<file path="config.mk">
export PLATFORM = sky130hd
export DESIGN_NAME = ls_issue_queue
export DESIGN_NICKNAME = d
export VERILOG_FILES = /design/src/rtl/ls_issue_queue_pkg.sv /design/src/rtl/ls_issue_queue_operand_slot.sv /design/src/rtl/ls_issue_queue.sv
export SDC_FILE = /design/constraint.sdc
export NUM_CORES = 1
export LEC_CHECK = 0
export BUFFER_PORTS_ARGS = -buffer_cell sky130_fd_sc_hd__buf_2
export CORE_UTILIZATION = 29
export CTS_BUF_LIST = sky130_fd_sc_hd__clkbuf_16
export DETAILED_ROUTE_END_ITERATION = 10
export SLEW_MARGIN = 10
export SYNTH_ARGS = -nofsm -noshare
export SYNTH_HDL_FRONTEND = slang
export SYNTH_SLANG_ARGS = --single-unit
</file>
<file path="constraint.sdc">
create_clock -name clk -period 9.7 [get_ports clk]
set_input_delay 1.455 -clock clk [delete_from_list [all_inputs] [get_ports clk]]
set_output_delay 1.455 -clock clk [all_outputs]
set_load 0.05 [all_outputs]
</file>
<file path="src/rtl/ls_issue_queue_pkg.sv">
// ls_issue_queue_pkg
//   Shared types and constants for the in-order load/store issue queue.
//   Holds the default tag/address widths, the operand/offset widths, the
//   opcode encoding, the per-entry control struct and the effective-address
//   helper. Operand {rdy,tag,val} fields live in ls_operand_slot instances.
//   The destination tag is kept in its own array because its width follows
//   the TAG_W parameter of the top.
package ls_issue_queue_pkg;

   localparam int LS_TAG_W  = 6;
   localparam int LS_ADDR_W = 16;
   localparam int LS_IMM_W  = 16;
   localparam int LS_VAL_W  = 32;

   typedef enum logic {
      LS_LOAD  = 1'b0,
      LS_STORE = 1'b1
   } ls_op_e;

   typedef struct packed {
      ls_op_e              op;
      logic [LS_IMM_W-1:0] imm;
   } ls_entry_ctl_t;

   // 32-bit base + sign-extended offset, carry discarded
   function automatic logic [LS_VAL_W-1:0] ls_eff_addr(
      input logic [LS_VAL_W-1:0] base,
      input logic [LS_IMM_W-1:0] imm
   );
      return base + {{(LS_VAL_W-LS_IMM_W){imm[LS_IMM_W-1]}}, imm};
   endfunction

endpackage

</file>
<file path="src/rtl/ls_issue_queue_operand_slot.sv">
// ls_operand_slot
//   One operand register {rdy,tag,val} with CDB capture.
//   Ports:
//     clk, rst                 clock / async active-high reset
//     wr_en                    entry is being written by dispatch this cycle
//     wr_rdy, wr_tag, wr_val   operand as offered by dispatch
//     cdb_valid/tag/data       common data bus broadcast
//     rdy, val                 current operand state
//   A dispatch write also checks the same-cycle CDB, so an operand whose
//   producer broadcasts in the dispatch cycle is stored already ready.
module ls_operand_slot
   import ls_issue_queue_pkg::*;
#(
   parameter int TAG_W = LS_TAG_W
)(
   input  logic                clk,
   input  logic                rst,
   input  logic                wr_en,
   input  logic                wr_rdy,
   input  logic [TAG_W-1:0]    wr_tag,
   input  logic [LS_VAL_W-1:0] wr_val,
   input  logic                cdb_valid,
   input  logic [TAG_W-1:0]    cdb_tag,
   input  logic [LS_VAL_W-1:0] cdb_data,
   output logic                rdy,
   output logic [LS_VAL_W-1:0] val
);

   logic [TAG_W-1:0] tag;
   logic             wr_hit;
   logic             snoop_hit;

   assign wr_hit    = cdb_valid && (cdb_tag == wr_tag);
   assign snoop_hit = cdb_valid && !rdy && (cdb_tag == tag);

   always_ff @(posedge clk or posedge rst) begin
      if (rst) begin
         rdy <= 1'b0;
         tag <= '0;
         val <= '0;
      end else if (wr_en) begin
         tag <= wr_tag;
         if (wr_rdy) begin
            rdy <= 1'b1;
            val <= wr_val;
         end else if (wr_hit) begin
            rdy <= 1'b1;
            val <= cdb_data;
         end else begin
            rdy <= 1'b0;
            val <= wr_val;
         end
      end else if (snoop_hit) begin
         rdy <= 1'b1;
         val <= cdb_data;
      end
   end

endmodule

</file>
<file path="src/rtl/ls_issue_queue.sv">
// ls_issue_queue
//   In-order load/store issue queue feeding the data cache. Ops arrive from
//   dispatch with possibly pending operands, wake up by snooping the CDB,
//   and issue strictly from the head once both operands are ready.
//   Ports:
//     clk, rst, flush             clock, async active-high reset, sync squash
//     disp_*                      dispatch handshake and op payload
//     cdb_valid/tag/data          result broadcast bus
//     dc_en/wen/addr/wdata/tag    registered cache request (one-cycle pulse)
//     count                       occupied entries, 0..DEPTH
module ls_issue_queue
   import ls_issue_queue_pkg::*;
#(
   parameter int DEPTH  = 4,
   parameter int TAG_W  = LS_TAG_W,
   parameter int ADDR_W = LS_ADDR_W
)(
   input  logic                   clk,
   input  logic                   rst,
   input  logic                   flush,
   input  logic                   disp_valid,
   output logic                   disp_ready,
   input  logic                   disp_is_store,
   input  logic [LS_IMM_W-1:0]    disp_imm,
   input  logic                   disp_base_rdy,
   input  logic [TAG_W-1:0]       disp_base_tag,
   input  logic [LS_VAL_W-1:0]    disp_base_val,
   input  logic                   disp_data_rdy,
   input  logic [TAG_W-1:0]       disp_data_tag,
   input  logic [LS_VAL_W-1:0]    disp_data_val,
   input  logic [TAG_W-1:0]       disp_dest_tag,
   input  logic                   cdb_valid,
   input  logic [TAG_W-1:0]       cdb_tag,
   input  logic [LS_VAL_W-1:0]    cdb_data,
   output logic                   dc_en,
   output logic                   dc_wen,
   output logic [ADDR_W-1:0]      dc_addr,
   output logic [LS_VAL_W-1:0]    dc_wdata,
   output logic [TAG_W-1:0]       dc_tag,
   output logic [$clog2(DEPTH):0] count
);

   localparam int PTR_W = $clog2(DEPTH);
   localparam int CNT_W = PTR_W + 1;

   logic [PTR_W-1:0]    head;
   logic [PTR_W-1:0]    tail;
   logic [DEPTH-1:0]    valid;
   ls_entry_ctl_t       ctl      [DEPTH];
   logic [TAG_W-1:0]    dest     [DEPTH];
   logic [DEPTH-1:0]    base_rdy;
   logic [DEPTH-1:0]    data_rdy;
   logic [LS_VAL_W-1:0] base_val [DEPTH];
   logic [LS_VAL_W-1:0] data_val [DEPTH];
   logic                push;
   logic                pop;
   logic                head_ready;
   logic                disp_data_ok;

   // readiness comes from the registered count only, so a pop in the same
   // cycle never opens a slot for that cycle's dispatch
   assign disp_ready   = (count < CNT_W'(DEPTH));
   assign push         = disp_valid && disp_ready && !flush;
   assign head_ready   = valid[head] && base_rdy[head] && data_rdy[head];
   assign pop          = head_ready && !flush;
   // loads have no data operand; store it as ready so it never blocks
   assign disp_data_ok = disp_data_rdy || !disp_is_store;

   for (genvar i = 0; i < DEPTH; i++) begin : g_entry
      logic wr_here;
      assign wr_here = push && (tail == PTR_W'(i));

      ls_operand_slot #(.TAG_W(TAG_W)) u_base (
         .clk       (clk),
         .rst       (rst),
         .wr_en     (wr_here),
         .wr_rdy    (disp_base_rdy),
         .wr_tag    (disp_base_tag),
         .wr_val    (disp_base_val),
         .cdb_valid (cdb_valid),
         .cdb_tag   (cdb_tag),
         .cdb_data  (cdb_data),
         .rdy       (base_rdy[i]),
         .val       (base_val[i])
      );

      ls_operand_slot #(.TAG_W(TAG_W)) u_data (
         .clk       (clk),
         .rst       (rst),
         .wr_en     (wr_here),
         .wr_rdy    (disp_data_ok),
         .wr_tag    (disp_data_tag),
         .wr_val    (disp_data_val),
         .cdb_valid (cdb_valid),
         .cdb_tag   (cdb_tag),
         .cdb_data  (cdb_data),
         .rdy       (data_rdy[i]),
         .val       (data_val[i])
      );
   end

   // payload needs no reset: it is only read behind a valid bit
   always_ff @(posedge clk) begin
      if (push) begin
         ctl[tail]  <= '{op: ls_op_e'(disp_is_store), imm: disp_imm};
         dest[tail] <= disp_dest_tag;
      end
   end

   always_ff @(posedge clk or posedge rst) begin
      if (rst) begin
         valid <= '0;
         head  <= '0;
         tail  <= '0;
         count <= '0;
      end else if (flush) begin
         valid <= '0;
         head  <= '0;
         tail  <= '0;
         count <= '0;
      end else begin
         if (push) begin
            valid[tail] <= 1'b1;
            tail        <= tail + PTR_W'(1);
         end
         if (pop) begin
            valid[head] <= 1'b0;
            head        <= head + PTR_W'(1);
         end
         case ({push, pop})
            2'b10:   count <= count + CNT_W'(1);
            2'b01:   count <= count - CNT_W'(1);
            default: count <= count;
         endcase
      end
   end

   // cache request register; addr/wdata/tag hold between pulses
   always_ff @(posedge clk or posedge rst) begin
      if (rst) begin
         dc_en    <= 1'b0;
         dc_wen   <= 1'b0;
         dc_addr  <= '0;
         dc_wdata <= '0;
         dc_tag   <= '0;
      end else if (pop) begin
         dc_en    <= 1'b1;
         dc_wen   <= (ctl[head].op == LS_STORE);
         dc_addr  <= ADDR_W'(ls_eff_addr(base_val[head], ctl[head].imm));
         dc_wdata <= (ctl[head].op == LS_STORE) ? data_val[head] : '0;
         dc_tag   <= dest[head];
      end else begin
         dc_en    <= 1'b0;
         dc_wen   <= 1'b0;
      end
   end

endmodule

</file>
==> reports/results.ini, run 1 <==
[global_routing]
antenna_found_initial = 22
grt_max_degree = 73
track_usage = 0.1767
grt_pass1_wl_mm = 92.91
grt_pass1_vias = 14470
overflow = 0

[floorplan]
dieArea_mm2 = 0.06919
fp.dieW_um = 263.0
fp.dieH_um = 263.0
start_util = 0.2937
coreArea_mm2 = 0.06728
io_pins = 204
rows = 95

[worst_setup_path]
endpoint = dc_addr[15]
reg2reg_to = dc_addr[15]
startpoint_type = flop
criticalPathCategory = flop to flop
end_kind = flop
r2r_start = head[0]
crit_arrival_ns = 4.81
crit_start = head[0]
worstPathRequired_ns = 10.19
r2r_cells = 8
regToRegSetupSlack_ns = 5.37
cp_max_fo = 55

[synthesis]
synthArstFlopShare = 0.7740
ys_seq_area_frac = 0.5387
netlist_instances = 1483
synth-edff-count = 92
yosys_most_used_dff = dfrtp_1
yosys_warnings = 0
synth-seq-cells = 407
synth.avg_cell_area_um2 = 13.32
synth_area_mm2 = 0.01976
yosysUniqueCellTypes = 59
synth.net_count = 1652

[timing]
holdWs_ns = 0.4673
rsz0062_at_grt = false
finalCritPeriodShare = 0.4460
worst_pin_slew_ns = 1.110
fmax_mhz = 231.2
tns_ns = 0
hold_viol = 0
relSlewSlack = 0.2572
setup_viol = 0
post-route-min-period_ns = 4.326
drv_slew = 0
clock_skew_ns = 0.03033

[finish]
nets = 1793
final_layout_size_suffix_gt1_frac = 0.3508
postLayoutCellArea_mm2 = 0.02296
fillers = 6619
area_delta_synth_final_pct = 16.17
multi_input_area_mm2 = 0.008507
fin_cells = 2539
final_util = 0.3412
seqCellArea_mm2 = 0.01065

[placed_design]
placedCellCount = 2448
dp_hpwl_mm = 37.62
dpl_cell_area_mm2 = 0.02144
globalplace.congestion = 0.7899
io_buffer_count = 187

[detailed_routing]
vias = 13696
wl_per_cell_um = 24.19
drt_pass1_iterations = 5
antenna_left = 0
wirelength_mm = 61.42
vias_per_cell = 5.394
drt_iter0_drc = 1275
drc = 0

[clock_network]
clockBufferDepth = 3
htree_levels = 2
ctsHoldBuffers = 0
cts.sinks = 407
cts-root-buf = clkbuf_16
cts_tree = built
clk_pin_slew_worst_paths_ns = 0.06
post-cts-setup-buffers = 0
clk_latency_ns = 0.61
cts_resized = 0
numCtsBuffers = 47

[pwr]
swShare = 0.3687
switchingPower_mw = 2.769
power_leakage_nw = 9.562
vdd_drop_max_v = 0.0001296
power.density_mw_per_mm2 = 327.2
pwr-share-comb = 0.394
clockPowerShare = 0.231
p_int_mw = 4.741
seq_power_share = 0.375

[worst_hold_path]
min_from = dc_wdata[29]
hp-class = flop to flop

[run]
max_cap_violations = 0

[status]
status = finished, final reports clean

## per-layer routing
layer  vias up  share of wire  GRT usage
li1       5868              -          -
met1      7059           0.42     0.2299
met5         -         0.0024          0
met3       129          0.088    0.05406
met2       616           0.47     0.2815
met4        24          0.027    0.05326
## cell families after synthesis
| group | after synthesis | synth area share |
|---|---|---|
| multiplexers | 128 | 0.1130 |
| adder cells (fa/ha/maj) | 25 | 0.01659 |
| XOR/XNOR | 74 | 0.03356 |
| buffers and inverters | 136 | 0.03596 |
| AO/OA/AOI/OAI | 275 | 0.1362 |
| flip-flops | 407 | 0.5387 |
| AND/OR/NAND/NOR | 438 | 0.1260 |
## cells in the final DEF, fill, tap and decap left out, drive strengths merged, types with 3 or more instances in the layout
| cell type | instances |
|---|---|
| clkbuf | 50 |
| inv | 32 |
| nor4 | 11 |
| dfrtp | 315 |
| diode | 4 |
| xnor2 | 18 |
| a21oi | 37 |
| nand2b | 119 |
| nor2 | 12 |
| clkinv | 18 |
| or2b | 88 |
| and2 | 14 |
| edfxtp | 92 |
| o21a | 3 |
| o21ai | 11 |
| a21o | 7 |
| ha | 23 |
| nor3 | 20 |
| mux2 | 48 |
| nand2 | 119 |
| nand4 | 7 |
| o221a | 192 |
| xor2 | 56 |
| mux4 | 70 |
| mux2i | 10 |
| o211ai | 5 |
| a211o | 5 |
| nand3 | 37 |
| buf | 212 |
## critical path: stages (launching register included)
cell,delay (ns)
dfrtp_4,0.75
buf_4,0.81
mux4_2,0.49
ha_1,0.39
o211a_1,0.19
nand4_1,0.22
a2111oi_0,0.79
nor4b_1,0.10
or3b_1,0.38
## layout make-up
| class | instances | area share |
|---|---|---|
| diodes | 4 | 0.0004360 |
| clock buffers | 50 | 0.05450 |
| clock inverters | 37 | 0.01112 |
| inverters | 16 | 0.002780 |
| multi-input cells | 940 | 0.3706 |
| flip-flops and latches | 407 | 0.4641 |
| well taps | 873 | 0.04758 |
| repair buffers | 212 | 0.04895 |
## cells in the mapped netlist, drive strengths merged (2+ instances only)
cell	count	area [µm²]
dfrtp	315	7883
o221a	192	2162
nand2	119	449.2
nand2b	119	744.5
buf	94	553.0
edfxtp	92	2763
or2b	88	660.6
mux4	70	1577
xor2	56	490.5
mux2	48	540.5
a21oi	37	185.2
nand3	37	185.2
clkbuf	26	97.59
ha	23	287.8
nor3	20	105.1
xnor2	18	172.7
inv	16	60.05
and2	14	87.59
nor2	12	45.04
nor4	11	83.83
o21ai	11	55.05
mux2i	10	115.1
a21o	7	52.55
nand4	7	43.79
a211o	5	43.79
o211ai	5	37.54
o21a	3	22.52
a2111o	2	22.52
a2111oi	2	17.52
a31oi	2	12.51
fa	2	40.04
nand4b	2	17.52
nor2b	2	12.51
or3	2	12.51
## sequential cells by signal, summed over array words and instances (netlist names), 3 cells and up
| register | cells |
|---|---|
| count | 3 |
| dc_addr | 16 |
| dc_tag | 6 |
| dc_wdata | 32 |
| g_entry.u_base.tag | 24 |
| g_entry.u_data.val | 128 |
| g_entry.u_base.rdy | 4 |
| g_entry.u_base.val | 64 |
| g_entry.u_data.rdy | 4 |
| g_entry.u_data.tag | 24 |
| dest | 24 |
| valid | 4 |
| ctl | 68 |
## how the worst min path moves through the flow
stage          slack (ns)                  endpoint  cells after the start
2_1_floorplan        0.50  g_entry[0].u_base.tag[0]                      1
3_3_place_gp         0.46              dc_wdata[18]                      2
3_5_place_dp         0.46              dc_wdata[23]                      2
5_1_grt              0.49              dc_wdata[29]                      2
6_report             0.47              dc_wdata[29]                      2
4_1_cts              0.47              dc_wdata[23]                      2
## per-stage QoR
step | total power, mW | setup slack [ns]
2_1_floorplan | 5.018 | 4.048
5_1_grt | 7.955 | 5.160
6_report | 7.510 | 5.374
3_5_place_dp | 5.798 | 5.054
3_3_place_gp | 5.702 | 5.166
4_1_cts | 7.578 | 5.422
## power by group through the flow
stage	logic, mW	registers, mW	clock network (mW)
after floorplan	1.93	3.09	0
after global placement	2.90	2.80	0
after detailed placement	2.96	2.84	0
after CTS	2.98	2.82	1.78
after global routing	3.20	2.90	1.86
final	2.96	2.82	1.74
No activity file was read; power rests on OpenSTA's default activity.
==> inputs of run 2 (changes only) <==
--- a/config.mk
+++ b/config.mk
@@ -5,6 +5,7 @@
 export SDC_FILE = /design/constraint.sdc
 export NUM_CORES = 1
 export LEC_CHECK = 0
+export ABC_AREA = 1
 export BUFFER_PORTS_ARGS = -buffer_cell sky130_fd_sc_hd__buf_2
 export CORE_UTILIZATION = 29
 export CTS_BUF_LIST = sky130_fd_sc_hd__clkbuf_16
==> constraint.sdc (replaced) <==
create_clock -name clk -period 4.35 [get_ports clk]
set_input_delay 0.6525 -clock clk [delete_from_list [all_inputs] [get_ports clk]]
set_output_delay 0.6525 -clock clk [all_outputs]
set_load 0.05 [all_outputs]
==> reports/results.ini, run 2 <==
[pwr]
clockPowerShare = 0.256  ; +0.025
power.density_mw_per_mm2 = 561.5  ; +72%
p_int_mw = 8.800  ; +86%
switchingPower_mw = 6.128  ; +120%
pwr-share-comb = 0.370  ; -0.024
power_leakage_nw = 13.63  ; +43%
vdd_drop_max_v = 0.0003531  ; +170%
seq_power_share = 0.374  ; about the same
swShare = 0.4105  ; +0.04176

[detailed_routing]
vias = 21022  ; +53%
antenna_left = 0  ; unchanged
wl_per_cell_um = 18.93  ; -22%
drt_iter0_drc = 1849  ; +45%
vias_per_cell = 4.950  ; -8.2%
wirelength_mm = 80.41  ; +31%
drc = 0  ; unchanged
drt_pass1_iterations = 6  ; +1

[clock_network]
post-cts-setup-buffers = 0  ; unchanged
htree_levels = 2  ; unchanged
clockBufferDepth = 3  ; unchanged
cts_resized = 0  ; unchanged
clk_latency_ns = 0.62  ; about the same
ctsHoldBuffers = 0  ; unchanged
cts-root-buf = clkbuf_16
cts_tree = built
cts.sinks = 407  ; unchanged
clk_pin_slew_worst_paths_ns = 0.06  ; about the same
numCtsBuffers = 49  ; +4.3%

[timing]
drv_slew = 0  ; unchanged
relSlewSlack = 0.2956  ; +0.03842
finalCritPeriodShare = 0.7412  ; +0.2952
hold_viol = 0  ; unchanged
clock_skew_ns = 0.03892  ; +0.008588 ns
finalWorstSetupSlack_ns = 1.126  ; -4.248 ns
setup_viol = 0  ; unchanged
fmax_mhz = 310.2  ; +34%
rsz0062_at_grt = false
worst_pin_slew_ns = 1.057  ; -0.05369 ns
post-route-min-period_ns = 3.224  ; -1.102 ns
tns_ns = 0  ; unchanged

[finish]
final_common_cell = nand2_1
final_cell_mix = nand2_1 (844), nand3_1 (522), inv_1 (379), dfrtp_1 (314), buf_2 (187)
fillers = 8544  ; +29%
postLayoutCellArea_mm2 = 0.02659  ; +16%
final_util = 0.3355  ; -0.005748
final_layout_size_suffix_gt1_frac = 0.1356  ; -0.2152
reg_top3 = g_entry.u_data.val (128), ctl (68), g_entry.u_base.val (64)
area_delta_synth_final_pct = 14.16
largest-register = g_entry.u_data.val
fin_cells = 4247  ; +67%
nets = 3323  ; +85%
largest_reg_flops = 128  ; unchanged

[placed_design]
place_ws_ns = 1.140  ; -3.915 ns
dp_hpwl_mm = 51.02  ; +36%
placedCellCount = 4153  ; +70%
io_buffer_count = 187  ; unchanged
dpl_cell_area_mm2 = 0.02511  ; +17%
globalplace.congestion = 0.8461  ; +7.1%

[synthesis]
yosysTopAreaCell = dfrtp_1
yosysUniqueCellTypes = 47  ; -20%
synth.net_count = 3217  ; +95%
synth_common_cells = nand2_1 (845), nand3_1 (522), inv_1 (366)
synth_top_area_frac = 0.3385  ; -0.06046
synth-edff-count = 92  ; unchanged
synth.most_common_cell = nand2_1
synth-seq-cells = 407  ; unchanged
yosys_most_used_dff = dfrtp_1
ys_seq_area_frac = 0.4571  ; -0.08164
synth_area_mm2 = 0.02329  ; +18%
synthArstFlopShare = 0.7740  ; unchanged
yosys-top-cells-area = dfrtp_1 (34%), nand2_1 (14%), edfxtp_1 (12%)
yosys_warnings = 0  ; unchanged
synth.avg_cell_area_um2 = 7.641  ; -43%
netlist_instances = 3048  ; +110%

[worst_setup_path]
worstPathRequired_ns = 4.82  ; -5.37 ns
crit_arrival_ns = 3.70  ; -1.11 ns
cp_slowest_stage_delay_ns = 0.50  ; -0.31 ns
criticalPathCategory = flop to flop
crit_buf_inv = 2  ; +1
end_kind = flop
r2r_start = head[0]
cp_max_fo = 55  ; unchanged
crit_chain = inv_4, buf_4, o21ai_0, o22ai_1, ha_1, a21oi_1, o21ai_0, a21oi_1, nand3b_1, nand3_1, nand2_1
crit_start = head[0]
critPathTopFamily = compound AO/OA/AOI/OAI gates
r2r_cells = 11  ; +3
critPathSlowestCell = dfrtp_4
crit_cells = 11  ; +3
startpoint_type = flop

[run]
max_cap_violations = 0  ; unchanged

[global_routing]
track_usage = 0.1960  ; +0.01937
grt_max_degree = 99  ; +36%
grt_pass1_wl_mm = 122.8  ; +32%
overflow = 0  ; unchanged
grt_pass1_vias = 19951  ; +38%
antenna_found_initial = 7  ; -68%

[floorplan]
rows = 103  ; +8.4%
coreArea_mm2 = 0.07926  ; +18%
dieArea_mm2 = 0.08145  ; +18%
io_pins = 204  ; unchanged
start_util = 0.2939  ; about the same
fp.dieH_um = 285.4  ; +8.5%
fp.dieW_um = 285.4  ; +8.5%

[worst_hold_path]
hp-class = input pin to asynchronous set/reset pin

[status]
status = finished, final reports clean

run 2: cell types whose count changed after synthesis, sizes merged, moves of 88 or more:
cell    change
inv       +366
nand2     +791
nand2b    -119
nand3     +502
nor2      +164
o21ai     +184
o221a     -192
or2b       -88
run 2: through the flow:
step	hold WS, ns	total power, mW
after floorplan	0.4673	9.589
after global placement	0.4596	11.09
after detailed placement	0.4606	11.17
after CTS	0.001953	15.02
after global routing	0.01758	15.94
final	0.01704	14.93
run 2: path summary, 6_finish.rpt:
kind	endpoint	slack [ns]
worst max-delay path	dc_addr[13]	1.13
worst min-delay path	dc_wdata[16]	0.02
worst max register to register	dc_addr[13]	1.13
worst min register to register	dc_tag[1]	0.47
max in group asynchronous	g_entry[3].u_base.tag[4]	3.46
min in group clk	dest[1][4]	0.27
run 2: cell type report:
class | count | area (µm²) | share of cell area
Antenna cell | 4 | 10.01 | 0.0003765
Tap cell | 1050 | 1314 | 0.04941
Clock buffer | 50 | 1251 | 0.04706
Clock inverter | 40 | 212.7 | 0.008000
Inverter | 387 | 1466 | 0.05515
Timing Repair Buffer | 234 | 1451 | 0.05459
Multi-Input combinational cell | 2075 | 10230 | 0.3849
Sequential cell | 407 | 10650 | 0.4005
run 2: cells by family after synthesis:
group | share of synthesized area
AO/OA/AOI/OAI | 0.08150
XOR/XNOR | 0.01166
adder cells (fa/ha/maj) | 0.01408
buffers and inverters | 0.1045
flip-flops | 0.4571
AND/OR/NAND/NOR | 0.3312
run 2: worst reg2reg max path, delay by kind of cell (launching register included):
kind | cells | cell delay [ns]
AOI/OAI and AO/OA | 5 | 1.03
buffers and inverters | 2 | 0.94
DFF | 1 | 0.50
and+or+nand+nor | 3 | 0.25
adders and majority gates | 1 | 0.39
run 2: per-layer routing:
layer	GRT usage	wire, µm
met3	0.03184	5626
met5	0	13
met2	0.3089	36780
met4	0.06618	2380
met1	0.2719	35610
run 2: power by group through the flow:
stage	sequential [mW]	clock, mW	combinational, mW
after CTS	5.57	3.90	5.55
after detailed placement	5.64	0	5.53
after floorplan	6.32	0	3.26
after global routing	5.71	4.04	6.19
after global placement	5.61	0	5.48
final	5.58	3.82	5.53
==> inputs of run 3 (changes only) <==
==> constraint.sdc (replaced) <==
create_clock -name clk -period 3.15 [get_ports clk]
set_input_delay 0.4725 -clock clk [delete_from_list [all_inputs] [get_ports clk]]
set_output_delay 0.4725 -clock clk [all_outputs]
set_load 0.05 [all_outputs]
==> reports/results.ini, run 3 (synthesis results as in run 2) <==
[pwr]
vdd_drop_max_v = 0.0003828  ; +8.4%
power_leakage_nw = 13.78  ; +1.0%
power.density_mw_per_mm2 = 773.6  ; +38%
finalPower_mw = 20.74  ; +39%

[worst_setup_path]
crit_cells = 12  ; +1
r2r_cells = 12  ; +1
startpoint_type = flop
criticalPathCategory = flop to flop
end_kind = flop
critPathSlowestCell = buf_4
worstPathRequired_ns = 3.67  ; -1.15 ns
cp_slowest_stage_delay_ns = 0.55  ; +0.05 ns
cp_max_fo = 53  ; -3.6%
critPathTopFamily = buffers and inverters
crit_chain = buf_12, buf_4, nor2_1, o22ai_1, ha_1, a21oi_1, o21ai_0, a21oi_1, nand2_1, nand2_1, nand3_1, nand2_1
crit_buf_inv = 2  ; unchanged
critical_path.most_common_cell = nand2_1
crit_arrival_ns = 3.40  ; -0.30 ns
regToRegSetupSlack_ns = 0.27  ; -0.85 ns

[finish]
postLayoutCellArea_mm2 = 0.02680  ; +0.81%
area_delta_synth_final_pct = 15.09
fillers = 8461  ; -0.97%
nets = 3350  ; +0.81%
final_common_cell = nand2_1
final_cell_mix = nand2_1 (844), nand3_1 (522), inv_1 (377), dfrtp_1 (314), buf_2 (187)
final_layout_size_suffix_gt1_frac = 0.1414  ; +0.005827
largest_reg_flops = 128  ; unchanged
largest-register = g_entry.u_data.val
reg_top3 = g_entry.u_data.val (128), ctl (68), g_entry.u_base.val (64)

[floorplan]
coreArea_mm2 = 0.07926  ; unchanged
fp.dieW_um = 285.4  ; unchanged
io_pins = 204  ; unchanged
start_util = 0.2939  ; unchanged
dieArea_mm2 = 0.08145  ; unchanged
rows = 103  ; unchanged
fp.dieH_um = 285.4  ; unchanged

[clock_network]
numCtsBuffers = 48  ; -2.0%
clk_pin_slew_worst_paths_ns = 0.06  ; about the same
post-cts-setup-buffers = 0  ; unchanged
cts_resized = 0  ; unchanged
clk_latency_ns = 0.61  ; about the same
clockBufferDepth = 3  ; unchanged
cts-root-buf = clkbuf_16
cts_tree = built
htree_levels = 2  ; unchanged
cts.sinks = 407  ; unchanged

[worst_hold_path]
min_path_cells = 1
hp-class = input pin to flop

[placed_design]
io_buffer_count = 187  ; unchanged
place_ws_ns = 0.3300  ; -0.8096 ns
dp_hpwl_mm = 53.36  ; +4.6%
dpl_cell_area_mm2 = 0.02533  ; +0.84%
globalplace.congestion = 0.8645  ; +2.2%

[timing]
finalWorstSetupSlack_ns = 0.2728  ; -0.8530 ns
clock_skew_ns = 0.02321  ; -0.01571 ns
rsz0062_at_grt = false
holdWs_ns = 0.09588  ; +0.07885 ns
drv_slew = 0  ; unchanged
relSlewSlack = 0.5458  ; +0.2502
post-route-min-period_ns = 2.877  ; -0.3470 ns
hold_viol = 0  ; unchanged
fmax_mhz = 347.6  ; +12%
setup_viol = 0  ; unchanged
finalCritPeriodShare = 0.9134  ; +0.1722
worst_pin_slew_ns = 0.6796  ; -0.3770 ns

[detailed_routing]
vias = 21024  ; +0.0095%
drt_iter0_drc = 1772  ; -4.2%
wl_per_cell_um = 18.72  ; -1.1%
vias_per_cell = 4.926  ; -0.48%
drt_pass1_iterations = 5  ; -1
wirelength_mm = 79.91  ; -0.63%
antenna_left = 0  ; unchanged
drc = 0  ; unchanged

[global_routing]
antenna_found_initial = 7  ; unchanged
grt_pass1_vias = 20354  ; +2.0%
overflow = 0  ; unchanged
track_usage = 0.1952  ; -0.0008473
grt_pass1_wl_mm = 122.7  ; about the same
grt_max_degree = 89  ; -10%

[status]
status = finished, final reports clean

[run]
max_cap_violations = 0  ; unchanged

## run 3: cell types whose count changed in the layout (fill, tap and decap cells not counted), sizes merged
| cell | change |
|---|---|
| dlygate4sd3 | +1 |
| clkinvlp | -2 |
| bufinv | +2 |
| clkinv | -4 |
| buf | +27 |
| diode | -3 |
## run 3: area by class of cell
class / count / area (µm²) / area share
sequential: 407 / 10650 / 0.3973
clock inverter: 36 / 215.2 / 0.008029
multi-input combinational: 2075 / 10230 / 0.3817
antenna: 1 / 2.502 / 0.00009336
inverter: 387 / 1465 / 0.05466
clock buffer: 50 / 1251 / 0.04668
timing repair buffer: 262 / 1677 / 0.06255
tap: 1050 / 1314 / 0.04901
## run 3: worst paths after layout
kind                             startpoint                        end
min in group asynchronous               rst  g_entry[1].u_data.val[19]
max                                 head[0]                dc_addr[15]
min reg2reg                       dc_tag[5]                  dc_tag[5]
max in group asynchronous               rst      g_entry[2].u_base.rdy
max reg2reg                         head[0]                dc_addr[15]
min                        disp_dest_tag[4]                 dest[0][4]
## run 3: report_power, final
part	internal [mW]	switching [mW]
clock	3.01	2.35
sequential	6.88	0.858
combinational	2.46	5.18
## run 3: stage by stage
stage	cells	utilization	TNS [ns]
2_1_floorplan	3048	-	-478.60
3_3_place_gp	4180	0.3195	0
3_5_place_dp	4180	0.3195	0
4_1_cts	4267	0.3382	0
5_1_grt	4268	0.3382	0
6_report	4268	0.3382	0
## run 3: repair_timing
action                                 in CTS  in global routing
setup endpoints to repair                   0                  0
hold buffers                                1                  0
endpoints found under the hold margin      12                  0
## run 3: layer usage
layer,vias to the layer above,part of all wire,wire length [µm],GRT usage
met5,-,0.00073,58,0
met2,734,0.46,36930,0.3178
li1,10143,-,-,-
met4,8,0.031,2462,0.06591
met3,152,0.071,5698,0.03440
met1,9987,0.43,34760,0.2604
